### src/rtl/seq_scan_pkg.sv
// Shared types and constants for the round-robin bit-serial pattern scanner.
// Default geometry, state encoding and the round-robin pointer helper.
package seq_scan_pkg;

    localparam int N_CH_DEF    = 4;
    localparam int WORD_W_DEF  = 16;
    localparam int PAT_LEN_DEF = 3;

    localparam int CNT_W = $clog2(WORD_W_DEF + 1);
    localparam int IDX_W = $clog2(N_CH_DEF);

    typedef enum logic [1:0] {
        IDLE   = 2'd0,
        SHIFT  = 2'd1,
        REPORT = 2'd2
    } scan_state_t;

    // Channel after the one just served, wrapping to 0; it becomes the new top priority.
    function automatic int rr_next(input int chan, input int n_ch);
        return ((chan + 1) >= n_ch) ? 0 : (chan + 1);
    endfunction

endpackage

### src/rtl/seq_match_core.sv
// Bit-serial matcher: keeps the last PAT_LEN-1 bits of the current word and
// flags a match when those bits plus the incoming bit equal the pattern.
module seq_match_core #(
    parameter int PAT_LEN = 3,
    parameter int WORD_W  = 16
) (
    input  logic               clk,
    input  logic               reset_n,
    input  logic               clr,
    input  logic               bit_en,
    input  logic               bit_in,
    input  logic [PAT_LEN-1:0] pattern,
    output logic               match
);

    localparam int FILL_W = $clog2(WORD_W + 1);

    logic [PAT_LEN-2:0] history_r;
    logic [FILL_W-1:0]  fill_r;
    logic [PAT_LEN-1:0] window_s;

    // The window seen this cycle is the stored history with the new bit appended.
    assign window_s = {history_r, bit_in};

    // History and fill level; fill saturates once a full window has been seen.
    always_ff @(posedge clk or negedge reset_n) begin
        if (!reset_n) begin
            history_r <= '0;
            fill_r    <= '0;
        end else if (clr) begin
            history_r <= '0;
            fill_r    <= '0;
        end else if (bit_en) begin
            history_r <= window_s[PAT_LEN-2:0];
            if (fill_r < FILL_W'(PAT_LEN)) begin
                fill_r <= fill_r + FILL_W'(1);
            end
        end
    end

    assign match = bit_en && (window_s == pattern) && (fill_r >= FILL_W'(PAT_LEN - 1));

endmodule

### src/rtl/seq_scan_arbiter.sv
// Round-robin arbiter feeding one shared bit-serial pattern counter; each
// granted word is scanned MSB-first and its match count returned via valid/ready.
module seq_scan_arbiter
    import seq_scan_pkg::*;
#(
    parameter int N_CH    = N_CH_DEF,
    parameter int WORD_W  = WORD_W_DEF,
    parameter int PAT_LEN = PAT_LEN_DEF
) (
    input  logic                       clk,
    input  logic                       reset_n,
    input  logic                       cfg_enable,
    input  logic [PAT_LEN-1:0]         cfg_pattern,
    input  logic [N_CH-1:0]            req_valid,
    input  logic [N_CH*WORD_W-1:0]     req_data,
    output logic [N_CH-1:0]            req_ready,
    output logic                       res_valid,
    input  logic                       res_ready,
    output logic [$clog2(N_CH)-1:0]    res_chan,
    output logic [$clog2(WORD_W+1)-1:0] res_count,
    output logic                       res_hit,
    output logic                       busy
);

    localparam int CHAN_W  = $clog2(N_CH);
    localparam int COUNT_W = $clog2(WORD_W + 1);
    localparam int BIT_W   = $clog2(WORD_W);

    scan_state_t          state_r;
    scan_state_t          next_state_s;

    logic [CHAN_W-1:0]    rr_ptr_r;
    logic [CHAN_W-1:0]    chan_r;
    logic [CHAN_W-1:0]    grant_idx_s;
    logic [CHAN_W:0]      scan_sum_s;
    logic [CHAN_W-1:0]    scan_idx_s;
    logic [N_CH-1:0]      grant_s;
    logic                 grant_found_s;

    logic [WORD_W-1:0]    word_r;
    logic [WORD_W-1:0]    word_sel_s;
    logic [PAT_LEN-1:0]   pattern_r;
    logic [BIT_W-1:0]     bit_cnt_r;
    logic [COUNT_W-1:0]   count_r;
    logic [COUNT_W-1:0]   count_next_s;

    logic                 accept_s;
    logic                 shifting_s;
    logic                 last_bit_s;
    logic                 res_fire_s;
    logic                 match_s;

    logic                 res_valid_r;
    logic [CHAN_W-1:0]    res_chan_r;
    logic [COUNT_W-1:0]   res_count_r;
    logic                 res_hit_r;
    logic                 busy_r;

    // First valid channel at or above rr_ptr, wrapping past the top.
    always_comb begin
        grant_s       = '0;
        grant_idx_s   = '0;
        grant_found_s = 1'b0;
        scan_sum_s    = '0;
        scan_idx_s    = '0;
        for (int i = 0; i < N_CH; i++) begin
            scan_sum_s = {1'b0, rr_ptr_r} + (CHAN_W + 1)'(i);
            if (scan_sum_s >= (CHAN_W + 1)'(N_CH)) begin
                scan_idx_s = CHAN_W'(scan_sum_s - (CHAN_W + 1)'(N_CH));
            end else begin
                scan_idx_s = scan_sum_s[CHAN_W-1:0];
            end
            if (!grant_found_s && req_valid[scan_idx_s]) begin
                grant_found_s         = 1'b1;
                grant_s[scan_idx_s]   = 1'b1;
                grant_idx_s           = scan_idx_s;
            end else begin
                grant_found_s = grant_found_s;
            end
        end
    end

    // Word of the granted channel.
    always_comb begin
        word_sel_s = '0;
        for (int i = 0; i < N_CH; i++) begin
            if (grant_idx_s == CHAN_W'(i)) begin
                word_sel_s = req_data[i*WORD_W +: WORD_W];
            end else begin
                word_sel_s = word_sel_s;
            end
        end
    end

    assign req_ready    = ((state_r == IDLE) && cfg_enable) ? grant_s : '0;
    assign accept_s     = |req_ready;
    assign shifting_s   = (state_r == SHIFT);
    assign last_bit_s   = shifting_s && (bit_cnt_r == '0);
    assign res_fire_s   = res_valid_r && res_ready;
    assign count_next_s = count_r + COUNT_W'(match_s);

    seq_match_core #(
        .PAT_LEN (PAT_LEN),
        .WORD_W  (WORD_W)
    ) u_match (
        .clk     (clk),
        .reset_n (reset_n),
        .clr     (accept_s),
        .bit_en  (shifting_s),
        .bit_in  (word_r[WORD_W-1]),
        .pattern (pattern_r),
        .match   (match_s)
    );

    // Next-state logic for IDLE -> SHIFT -> REPORT -> IDLE.
    always_comb begin
        next_state_s = state_r;
        case (state_r)
            IDLE: begin
                if (accept_s) begin
                    next_state_s = SHIFT;
                end else begin
                    next_state_s = IDLE;
                end
            end
            SHIFT: begin
                if (last_bit_s) begin
                    next_state_s = REPORT;
                end else begin
                    next_state_s = SHIFT;
                end
            end
            REPORT: begin
                if (res_fire_s) begin
                    next_state_s = IDLE;
                end else begin
                    next_state_s = REPORT;
                end
            end
            default: begin
                next_state_s = IDLE;
            end
        endcase
    end

    // State register; busy and res_valid are registered decodes of the next state.
    always_ff @(posedge clk or negedge reset_n) begin
        if (!reset_n) begin
            state_r     <= IDLE;
            busy_r      <= 1'b0;
            res_valid_r <= 1'b0;
        end else begin
            state_r     <= next_state_s;
            busy_r      <= (next_state_s != IDLE);
            res_valid_r <= (next_state_s == REPORT);
        end
    end

    // Word capture and serialisation, match counting, result and pointer update.
    always_ff @(posedge clk or negedge reset_n) begin
        if (!reset_n) begin
            word_r      <= '0;
            pattern_r   <= '0;
            chan_r      <= '0;
            bit_cnt_r   <= '0;
            count_r     <= '0;
            rr_ptr_r    <= '0;
            res_chan_r  <= '0;
            res_count_r <= '0;
            res_hit_r   <= 1'b0;
        end else begin
            if (accept_s) begin
                word_r    <= word_sel_s;
                pattern_r <= cfg_pattern;
                chan_r    <= grant_idx_s;
                bit_cnt_r <= BIT_W'(WORD_W - 1);
                count_r   <= '0;
            end else if (shifting_s) begin
                word_r    <= {word_r[WORD_W-2:0], 1'b0};
                bit_cnt_r <= bit_cnt_r - BIT_W'(1);
                count_r   <= count_next_s;
            end
            // The final bit's match is folded in here so the result is complete on entry to REPORT.
            if (last_bit_s) begin
                res_chan_r  <= chan_r;
                res_count_r <= count_next_s;
                res_hit_r   <= (count_next_s != '0);
            end
            if (res_fire_s) begin
                rr_ptr_r <= CHAN_W'(rr_next(int'(chan_r), N_CH));
            end
        end
    end

    assign res_valid = res_valid_r;
    assign res_chan  = res_chan_r;
    assign res_count = res_count_r;
    assign res_hit   = res_hit_r;
    assign busy      = busy_r;

endmodule

### config.mk
export PLATFORM = sky130hd
export DESIGN_NAME = seq_scan_arbiter
export DESIGN_NICKNAME = d
export VERILOG_FILES = /design/src/rtl/seq_scan_pkg.sv /design/src/rtl/seq_match_core.sv /design/src/rtl/seq_scan_arbiter.sv
export SDC_FILE = /design/constraint.sdc
export NUM_CORES = 1
export LEC_CHECK = 0
export ABC_AREA = 1
export CORE_MARGIN = 2
export CORE_UTILIZATION = 50
export DETAILED_ROUTE_END_ITERATION = 7
export GPL_TIMING_DRIVEN = 0
export PLACE_DENSITY = 0.81
export SLEW_MARGIN = 15
export SYNTH_ARGS = -nofsm -noshare
export SYNTH_HDL_FRONTEND = slang
export SYNTH_SLANG_ARGS = --single-unit
### constraint.sdc
create_clock -name clk -period 2.7 [get_ports clk]
set_input_delay 0.54 -clock clk [delete_from_list [all_inputs] [get_ports clk]]
set_output_delay 0.54 -clock clk [all_outputs]
set_load 0.05 [all_outputs]
==> results of run 1 <==
-- power breakdown --
| group | total [W] | internal [W] | switching, W |
|---|---|---|---|
| clock | 0.000543 | 0.000300 | 0.000243 |
| combinational | 0.00495 | 0.00191 | 0.00304 |
| sequential | 0.00129 | 0.00111 | 0.000182 |
-- stage by stage --
step	hold WS, ps	setup slack, ps
2_1_floorplan	244	264
3_3_place_gp	453	-514
3_5_place_dp	471	-561
4_1_cts	229	28.3
5_1_grt	246	-58.9
6_report	213	65.3
-- metal layers --
layer / vias to the layer above / GRT usage, %
met1: 1572 / 29.5
met3: 15 / 3.97
met5: - / 0
li1: 1719 / -
met2: 120 / 41.5
met4: 0 / 5.70
-- worst min-delay path by stage --
stage / slack (ps) / from / to
after detailed placement: 470 / res_count[3] / res_count[3]
after global placement: 450 / res_chan[1] / res_chan[1]
final: 210 / reset_n / res_valid
after global routing: 250 / reset_n / res_valid
after floorplan: 240 / reset_n / bit_cnt_r[0]
after CTS: 230 / reset_n / res_valid
-- cells by family (layout without fill, tap and decap cells) --
kind of cell               Yosys count  count (layout)
AOI/OAI and AO/OA                   30              30
xor gates and xnor gates             6               6
and+or+nand+nor                    297             297
adders and majority gates           14              14
DFF                                 51              51
muxes                                1               1
buffers and inverters               65             170
-- flip-flops by register name (all words and copies together) (netlist names) --
signal             count
res_valid              1
busy                   1
res_chan               2
res_count              5
u_match.history_r      2
chan_r                 2
bit_cnt_r              4
word_r                16
state_r                2
pattern_r              3
u_match.fill_r         5
count_r                5
res_hit                1
rr_ptr_r               2
-- critical path, stage by stage, from the launching register on --
cell	delay (ps)
dfrtp_1	370
buf_6	130
inv_8	60
ha_4	300
inv_4	50
nand2_4	60
nand2_4	60
nor2_8	150
buf_6	120
nand4_1	70
nand3_1	100
nand2_1	70
inv_1	90
buf_6	150
-- synthesized netlist by cell type --
| cell type | instances |
|---|---|
| nor2_8 | 2 |
| xor2_1 | 4 |
| o2111ai_1 | 1 |
| inv_1 | 41 |
| nand2_2 | 9 |
| a31oi_1 | 1 |
| nand4_1 | 24 |
| buf_6 | 8 |
| nor2_2 | 1 |
| xnor2_1 | 2 |
| mux2i_1 | 1 |
| buf_4 | 2 |
| nor3b_1 | 1 |
| inv_6 | 1 |
| nor2_1 | 11 |
| nand3_4 | 1 |
| nor2_4 | 4 |
| o211ai_1 | 1 |
| nand2_1 | 158 |
| buf_1 | 1 |
| clkbuf_8 | 1 |
| inv_2 | 3 |
| a21boi_2 | 1 |
| a21oi_1 | 3 |
| nand3_1 | 53 |
| inv_8 | 1 |
| ha_1 | 14 |
| a21boi_0 | 3 |
| nand3_2 | 19 |
| nor3_1 | 4 |
| clkbuf_1 | 3 |
| or2_2 | 4 |
| buf_2 | 2 |
| a21oi_2 | 2 |
| o21ai_0 | 10 |
| o21ai_2 | 5 |
| nand2_8 | 1 |
| a2111oi_0 | 1 |
| buf_12 | 2 |
| dfrtp_1 | 51 |
| o31ai_1 | 1 |
| o21ai_1 | 1 |
| nand2_4 | 5 |
-- repair_timing --
action | 4_1_cts | 5_1_grt
setup buffers | 4 | 4
pin swaps | 1 | 8
gates resized for setup | 28 | 28
setup endpoints to repair | 4 | 10
-- final cells by class --
class | count | area share (%)
clock buffers | 6 | 1.68
flip-flops and latches | 51 | 26.0
multi-input cells | 348 | 41.6
clock inverters | 2 | 0.713
plain buffers | 19 | 3.74
well taps | 99 | 2.52
inverters | 46 | 3.87
repair buffers | 97 | 19.9
==> impl_results.md, run 1 <==
- Setup-failing EPs final: 0
- Synth area leader: dfrtp_1
- Multiplexer area fraction after synthesis: 0.276%
- Port-buffer cells: 88
- Met3 wire len: about 520 um
- WL final: 8990 um
- Synth Area in Adders: 4.84%
- Synth Area in XOR/XNOR: 1.45%
- Post-route insts no fill: 668
- Mapped Nets: 553
- Met1 wire length: 3820 um
- Cells after DPL: 652
- Top Ports: 89
- End of the worst register-to-register path: res_hit
- Dpl hpwl: ~6800 um
- Number of vias per cell: 5.13
- Worst vdd ir: 876 uV
- Cell count of the worst reg-to-reg path: 10
- Critical Path Source: rr_ptr_r[0]
- Final period util: 97.6%
- Flops & latches, synth: 51
- Yosys top cell area share: 35.2%
- GR Util All Layers: a little under a quarter
- First DRT Iteration DRCs: ~170
- ANT nets after route: 0
- Rows: 31
- Most frequent cells in the layout: 153 x nand2_1, 79 x clkdlybuf4s50_1, 51 x nand3_1
- Die Span Y: 89.1 um
- Clock slew at reported path FFs: 90 ps
- Clock Tree Buf Depth: 2
- CTS tree: yes
- Status: complete, no violations
- Highest routing layer actually used: met4
- Critical path data required time: 2160 ps
- Max-Cap Viols: 0
- Register area share after synthesis: 35.2%
- Yosys cell types: between 40 and 50
- Layout Utilization: 68.8%
- Worst Setup EP: req_ready[0]
- Max Clk Rate: 380 MHz
- Worst EP arrival: approximately 2100 ps
- Slew headroom: 62.9%
- Area growth from synthesis to layout: 35.7%
- Pin count of the biggest net entering global routing: 29
- # fillers: 577
- Final Instance Area: 4910 um^2
- Total chip power: 0.00679 W
- Worst-skew pair later-pin latency: 300 ps
- H-tree Lvls: 2
- Ant. Diodes: 0
- CP max FO: 10
- Worst Setup Start Kind: flop
- Endpoints failing hold: 0
- Vias: 3426
- Simple-gate share of the synthesized area: ~42%
- Antenna violations before repair: 0
- First-pass GRT wire length: 14700 um
- FF-to-FF Start: state_r[1]
- Synthesized area: about 3600 um^2
- Largest family of logic cells by synthesized area: simple AND/OR/NAND/NOR gates
- CTS hold repair buffers: 0
- Clk root buf: clkbuf_8
- DR DRC count: 0
- Worst R2R Setup Slack: 260 ps
- Reg area: 1280 um^2
- Final Max Tran Viols: 0
- Layout cell share with drive strength beyond 1: a little under a fifth
- Final nets: ~660
- Power Dens Cells: 1380 nW/um^2
- CTS Buf Count: 5
- Syn Inst Count: approximately 460
- CTS sink cnt: 51
- RSZ-0062 raised after global routing: yes
- Starting Density: around 50%
- Post-synthesis compound-gate area fraction: 5.63%
- Chip width: between 80 and 90 um
- Synth top area cells: dfrtp_1 35%, nand2_1 16%, nand3_1 7.3%, nand3_2 5.3%, ha_1 4.8%
- Avg Inst Size Synth: about 8 um^2
- Die ar.: 7940 um^2
- Grt total ovfl: 0
- GP Congestion: around 0.88
- Commonest non-fill, non-tap cell in the layout: nand2_1
- Pre-Repair DR Iteration Count: 4
- Placed Area: between 4000 and 5000 um^2
- Area of the multi-input gates: slightly above 2000 um^2
- Vias in the first global route: 3337
- Min-Delay Path Class: in2async
- Worst Setup End Kind: primary output
- Layout Skew: 4.36 ps
- Setup TNS: 0 ps
- WL per Instance: 13.5 um
- Worst Path Class, Setup: reg2out
- Tightest Pin Transition: 557 ps
- Synth warn: 0
- Final min period: 2630 ps
- Met2 Routed Length: 4530 um
- Core ar.: 7140 um^2
- Leakage power figure: 2.42 nW
(Power assumes the default switching activity.)
==> inputs of run 2 (changes only) <==
Settings changed: CORE_UTILIZATION 50 to 54, PLACE_DENSITY 0.81 to 0.86.
Clock period 2.7 ns to 3.2 ns, I/O delays scaled along.
==> run 2 against run 1 <==
  * Largest power group unchanged
  * Flip-flop and latch count stayed put
  * Core utilization grew 5.0 points
  * Sequential share of layout area up 0.95 points
  * First-iteration DRC count grew 14%
  * The flow now finishes with violations (design-rule violations)
  * Highest routed layer unchanged
==> impl_results.md, run 2 (synthesis results as in run 1) <==
- Core ar.: 6420 um^2
- CP max FO: 10
- Worst Setup End Kind: primary output
- Leakage power figure: 2.34 nW
- Critical path's slowest cell: dfrtp_1
- Clock Tree Buf Depth: 2
- WL final: 8730 um
- Worst R2R Setup Slack: roughly 460 ps
- First DRT Iteration DRCs: 198
- Worst-skew pair later-pin latency: 320 ps
- Seq pwr share: about 20%
- Final nets: approximately 650
- Most frequent cells in the layout: 158 x nand2_1, 83 x clkdlybuf4s50_1, 53 x nand3_1
- Chip width: roughly 86 um
- CTS sink cnt: 51
- Layout Utilization: 73.8%
- FF-to-FF Start: state_r[1]
- Commonest non-fill, non-tap cell in the layout: nand2_1
- Layout Skew: 16.3 ps
- Sw power: 0.00284 W
- Clock slew at reported path FFs: 100 ps
- Placed Area: roughly 4600 um^2
- Worst EP arrival: 2420 ps
- Clk root buf: clkbuf_8
- Max reg flops: 16
- ANT nets after route: 0
- CTS Buf Count: 5
- H-tree Lvls: 2
- Rows: 29
- Final period util: 95.7%
- Switching Fraction: 51.1%
- Pre-Repair DR Iteration Count: 6
- Vias in the first global route: between 3000 and 4000
- Gate power share: 70.4%
- Post-CTS setup repair buffer count: 0
- Clock power share: 9.6%
- Number of vias per cell: 5.34
- Final min period: a little over 3000 ps
- Area growth from synthesis to layout: 30.9%
- Largest stage delay on the critical path: approximately 440 ps
- GR Util All Layers: 25.7%
- CTS tree: yes
- Starting Density: 56.4%
- Worst Path Class, Setup: reg2out
- Status: finished with violations
- First-pass GRT wire length: between 15000 and 20000 um
- Critical Path Source: rr_ptr_r[0]
- Grt total ovfl: 0
- Final Instance Area: 4740 um^2
- Vias: 3406
- Worst Setup Start Kind: flop
- Worst path cell trace: buf_6, inv_8, ha_1, inv_1, nand3_1, nand2_4, nor2_4, a21oi_1, nand3_1, nand2_1, inv_1, buf_2
- Final Max Tran Viols: 0
- Endpoints failing hold: 0
- Worst Setup EP: req_ready[3]
- Power Dens Cells: 1170 nW/um^2
- Port-buffer cells: 88
- Min-Delay Path Class: in2async
- Layout cell share with drive strength beyond 1: 15.9%
- Worst vdd ir: 557 uV
- Area of the multi-input gates: between 1500 and 2000 um^2
- Die ar.: 7380 um^2
- Tightest Pin Transition: between 700 and 800 ps
- End of the worst register-to-register path: res_hit
- Cell count of the worst reg-to-reg path: 9
- # fillers: 486
- Die Span Y: approximately 86 um
- Register with the most flip-flops: word_r
- Antenna violations before repair: 0
- Slew headroom: 52.2%
- Dpl hpwl: 6840 um
- Pin count of the biggest net entering global routing: 32
- Max-Cap Viols: 0
- DR DRC count: 4
- Failing checks: design-rule violations
- Setup TNS: 0 ps
- WL per Instance: 13.7 um
- Reg area: 1280 um^2
- GP Congestion: 0.935
- RSZ-0062 raised after global routing: no
- Setup-failing EPs final: 0
- Top Ports: 89
- Ant. Diodes: 0
- Max Clk Rate: 327 MHz
- Internal power: roughly 0.0027 W
- Critical path data required time: around 2600 ps
-- run 2: cell types whose count changed in the layout (fill, tap and decap cells not counted), sizes merged --
cell,previous run,this run
clkinvlp,0,1
clkdlybuf4s50,79,83
clkinv,1,0
buf,29,20
bufinv,1,2
dlymetal6s2s,4,0
-- run 2: cell type report --
type / count / area share [%]
inverter: 46 / 3.91
sequential: 51 / 26.9
clock inverter: 3 / 1.43
buffer: 19 / 3.88
tap: 77 / 2.03
clock buffer: 5 / 1.45
multi-input combinational: 348 / 41.7
timing repair buffer: 89 / 18.7
-- run 2: stage by stage --
stage	setup slack, ps	total power (W)	instances	hold WS, ps
final	138	0.00555	638	372
after global routing	11.1	0.00603	638	416
after CTS	35.7	0.00555	638	391
after detailed placement	-250	0.00500	630	473
after global placement	-198	0.00487	629	453
after floorplan	664	0.00409	464	344
-- run 2: power groups by stage --
stage | clock network [W] | registers (W) | logic [W]
6_report | 0.000532 | 0.00111 | 0.00391
3_5_place_dp | 0 | 0.00112 | 0.00388
2_1_floorplan | 0 | 0.00125 | 0.00284
4_1_cts | 0.000536 | 0.00111 | 0.00391
5_1_grt | 0.000558 | 0.00114 | 0.00433
3_3_place_gp | 0 | 0.00110 | 0.00376
-- run 2: worst min path at each step --
| stage | endpoint | slack (ps) | cells after the start | from |
|---|---|---|---|---|
| after global routing | word_r[15] | 420 | 1 | reset_n |
| after detailed placement | res_count[3] | 470 | 2 | res_count[3] |
| after global placement | res_chan[1] | 450 | 2 | res_chan[1] |
| after CTS | bit_cnt_r[1] | 390 | 1 | reset_n |
| final | u_match.history_r[0] | 370 | 1 | reset_n |
| after floorplan | bit_cnt_r[0] | 340 | 0 | reset_n |
-- run 2: critical path: cells and delay by family (launching register included) --
kind,cells,cell delay [ps]
flops,1,440
buf+inv,5,640
simple gates,5,590
fa+ha+maj,1,330
compound gates,1,110
-- run 2: timing repair --
action,CTS,global route
resized for setup,12,10
endpoints found under the hold margin,0,0
endpoints found under the setup margin,4,4
hold buffers,0,0
pin swaps,0,0
-- run 2: layer usage --
layer | global-route usage, % | vias up | wire (um)
met3 | 5.20 | 12 | 375
met4 | 5.48 | 0 | 113
li1 | - | 1702 | -
met1 | 30.9 | 1595 | 3690
met2 | 47.4 | 97 | 4550
met5 | 0 | - | 0
==> inputs of run 3 (changes only) <==
Settings changed: REMOVE_ABC_BUFFERS set to 1.
==> run 3 against run 2 <==
  * Worst hold slack lost 92 ps
  * The flow still finishes with violations (design-rule violations)
  * Clock-buffer cell count up 1
  * Largest cell class unchanged
  * Via count shrank 1.2%
  * First-iteration DRC count decreased by 12%
  * Clock skew fell by 8.7 ps
  * Core utilization is 2.1 points lower
  * Largest power group unchanged
==> impl_results.md, run 3 (synthesis results as in run 1) <==
- Worst Setup Start Kind: flop
- Failing checks: design-rule violations
- Layout Skew: between 7 and 8 ps
- CP max FO: 8
- Port-buffer cells: slightly below 90
- Final Max Tran Viols: 0
- Leakage power figure: roughly 2.2 nW
- CTS tree: yes
- Endpoints failing hold: 0
- Setup-failing EPs final: 0
- FF-to-FF Start: state_r[1]
- CTS hold repair buffers: 0
- CTS sink cnt: 51
- Layout cell share with drive strength beyond 1: 14.8%
- Worst vdd ir: 513 uV
- Status: finished with violations
- Vias in the first global route: 3357
- Tightest Pin Transition: 682 ps
- GR Util All Layers: between 20% and 30%
- # fillers: 520
- Max-Cap Viols: 0
- Vias: 3366
- Worst-skew pair later-pin latency: 310 ps
- Antenna violations before repair: 0
- Die Span Y: approximately 86 um
- DR DRC count: 4
- Reg area: 1280 um^2
- Clk root buf: clkbuf_8
- Clock Tree Buf Depth: 2
- Dpl hpwl: 6050 um
- Die ar.: about 7400 um^2
- First-pass GRT wire length: ~14000 um
- Register with the most flip-flops: word_r
- Largest stage delay on the critical path: 470 ps
- Top Ports: 89
- Max reg flops: 16
- Area growth from synthesis to layout: 27.2%
- Worst EP arrival: 2450 ps
- Chip width: around 86 um
- RSZ-0062 raised after global routing: no
- WL final: 8450 um
- Commonest non-fill, non-tap cell in the layout: nand2_1
- Final period util: 96.6%
- H-tree Lvls: 2
- Max Clk Rate: 324 MHz
- Layout Utilization: 71.7%
- ANT nets after route: 0
- Core ar.: approximately 6400 um^2
- CTS Buf Count: 5
- Critical path's slowest cell: dfrtp_2
- Min-Delay Path Class: in2async
- Critical path data required time: 2560 ps
- Starting Density: about 56%
- Final min period: 3090 ps
- Number of vias per cell: 5.39
- Rows: 29
- Most frequent cells in the layout: 158 x nand2_1, 83 x clkdlybuf4s50_1, 53 x nand3_1
- Worst path cell trace: inv_2, ha_1, inv_1, nand3_1, nand2_4, nor2_4, a21oi_2, nand3_1, nand2_1, inv_1, clkdlybuf4s18_2
- Power Dens Cells: 1120 nW/um^2
- WL per Instance: 13.5 um
- Total chip power: just over 0.005 W
- Pin count of the biggest net entering global routing: 37
- Pre-Repair DR Iteration Count: 8
- Clock slew at reported path FFs: 90 ps
- Ant. Diodes: 0
- Worst Path Class, Setup: reg2out
- Final nets: between 600 and 700
- Grt total ovfl: 0
- GP Congestion: 0.884
- Worst Setup End Kind: primary output
- Critical Path Source: rr_ptr_r[1]
- First DRT Iteration DRCs: around 180
- Slew headroom: 54.3%
- Area of the multi-input gates: 1980 um^2
==> run 3: cell type report <==
type	instances	area share [%]
Multi-Input combinational cell	348	43.0
Sequential cell	51	27.8
Timing Repair Buffer	93	20.1
Inverter	46	4.10
Tap cell	77	2.09
Clock buffer	6	1.58
Clock inverter	2	1.30
Timing Repair inverter	1	0.109
==> run 3: final timing paths <==
path	to	slack [ps]	depth (start not counted)
max	req_ready[0]	110	11
min	word_r[11]	280	1
max reg2reg	res_hit	330	10
min reg2reg	res_chan[1]	490	2
max in group asynchronous	rr_ptr_r[0]	2380	2
min in group clk	res_chan[1]	490	2
==> run 3: routing by layer <==
| metal | routed length [um] | vias to the layer above | part of all wire (%) | track usage, % |
|---|---|---|---|---|
| met5 | 0 | - | 0 | 0 |
| met4 | 210 | 0 | 2.5 | 9.38 |
| met3 | 335 | 24 | 4.0 | 3.46 |
| met2 | 4400 | 100 | 52 | 43.6 |
| met1 | 3500 | 1563 | 41 | 27.4 |
| li1 | - | 1679 | - | - |
==> run 3: through the flow <==
stage	area, um^2	cells	hold WS, ps	setup slack [ps]	setup TNS [ps]
CTS	4590	620	295	58.3	0
finish	4610	624	280	110	0
detailed placement	4450	612	465	-285	-1020
global placement	4410	610	455	-1020	-12130
global route	4610	624	317	1.05	0
floorplan	3440	445	344	1.08	0
==> run 3: what timing repair did <==
item                                    4_1_cts  5_1_grt
endpoints found under the hold margin         0        0
buffers inserted                              0        3
resized for setup                            14        7
pin swaps                                     0        0
gates cloned                                  0        1
endpoints found under the setup margin        4        9
==> run 3: where the power goes <==
| part | total, W | internal [W] | switching (W) |
|---|---|---|---|
| sequential | 0.00113 | 0.000939 | 0.000187 |
| clock | 0.000531 | 0.000313 | 0.000218 |
| combinational | 0.00352 | 0.00120 | 0.00232 |
| total | 0.00517 | 0.00245 | 0.00273 |
==> run 3: worst max-delay path: cells and delay by family, from the launching register on <==
| kind | cells | cell delay, ps |
|---|---|---|
| buf+inv | 4 | 650 |
| simple gates | 5 | 580 |
| flops | 1 | 470 |
| fa+ha+maj | 1 | 350 |
| compound gates | 1 | 80 |
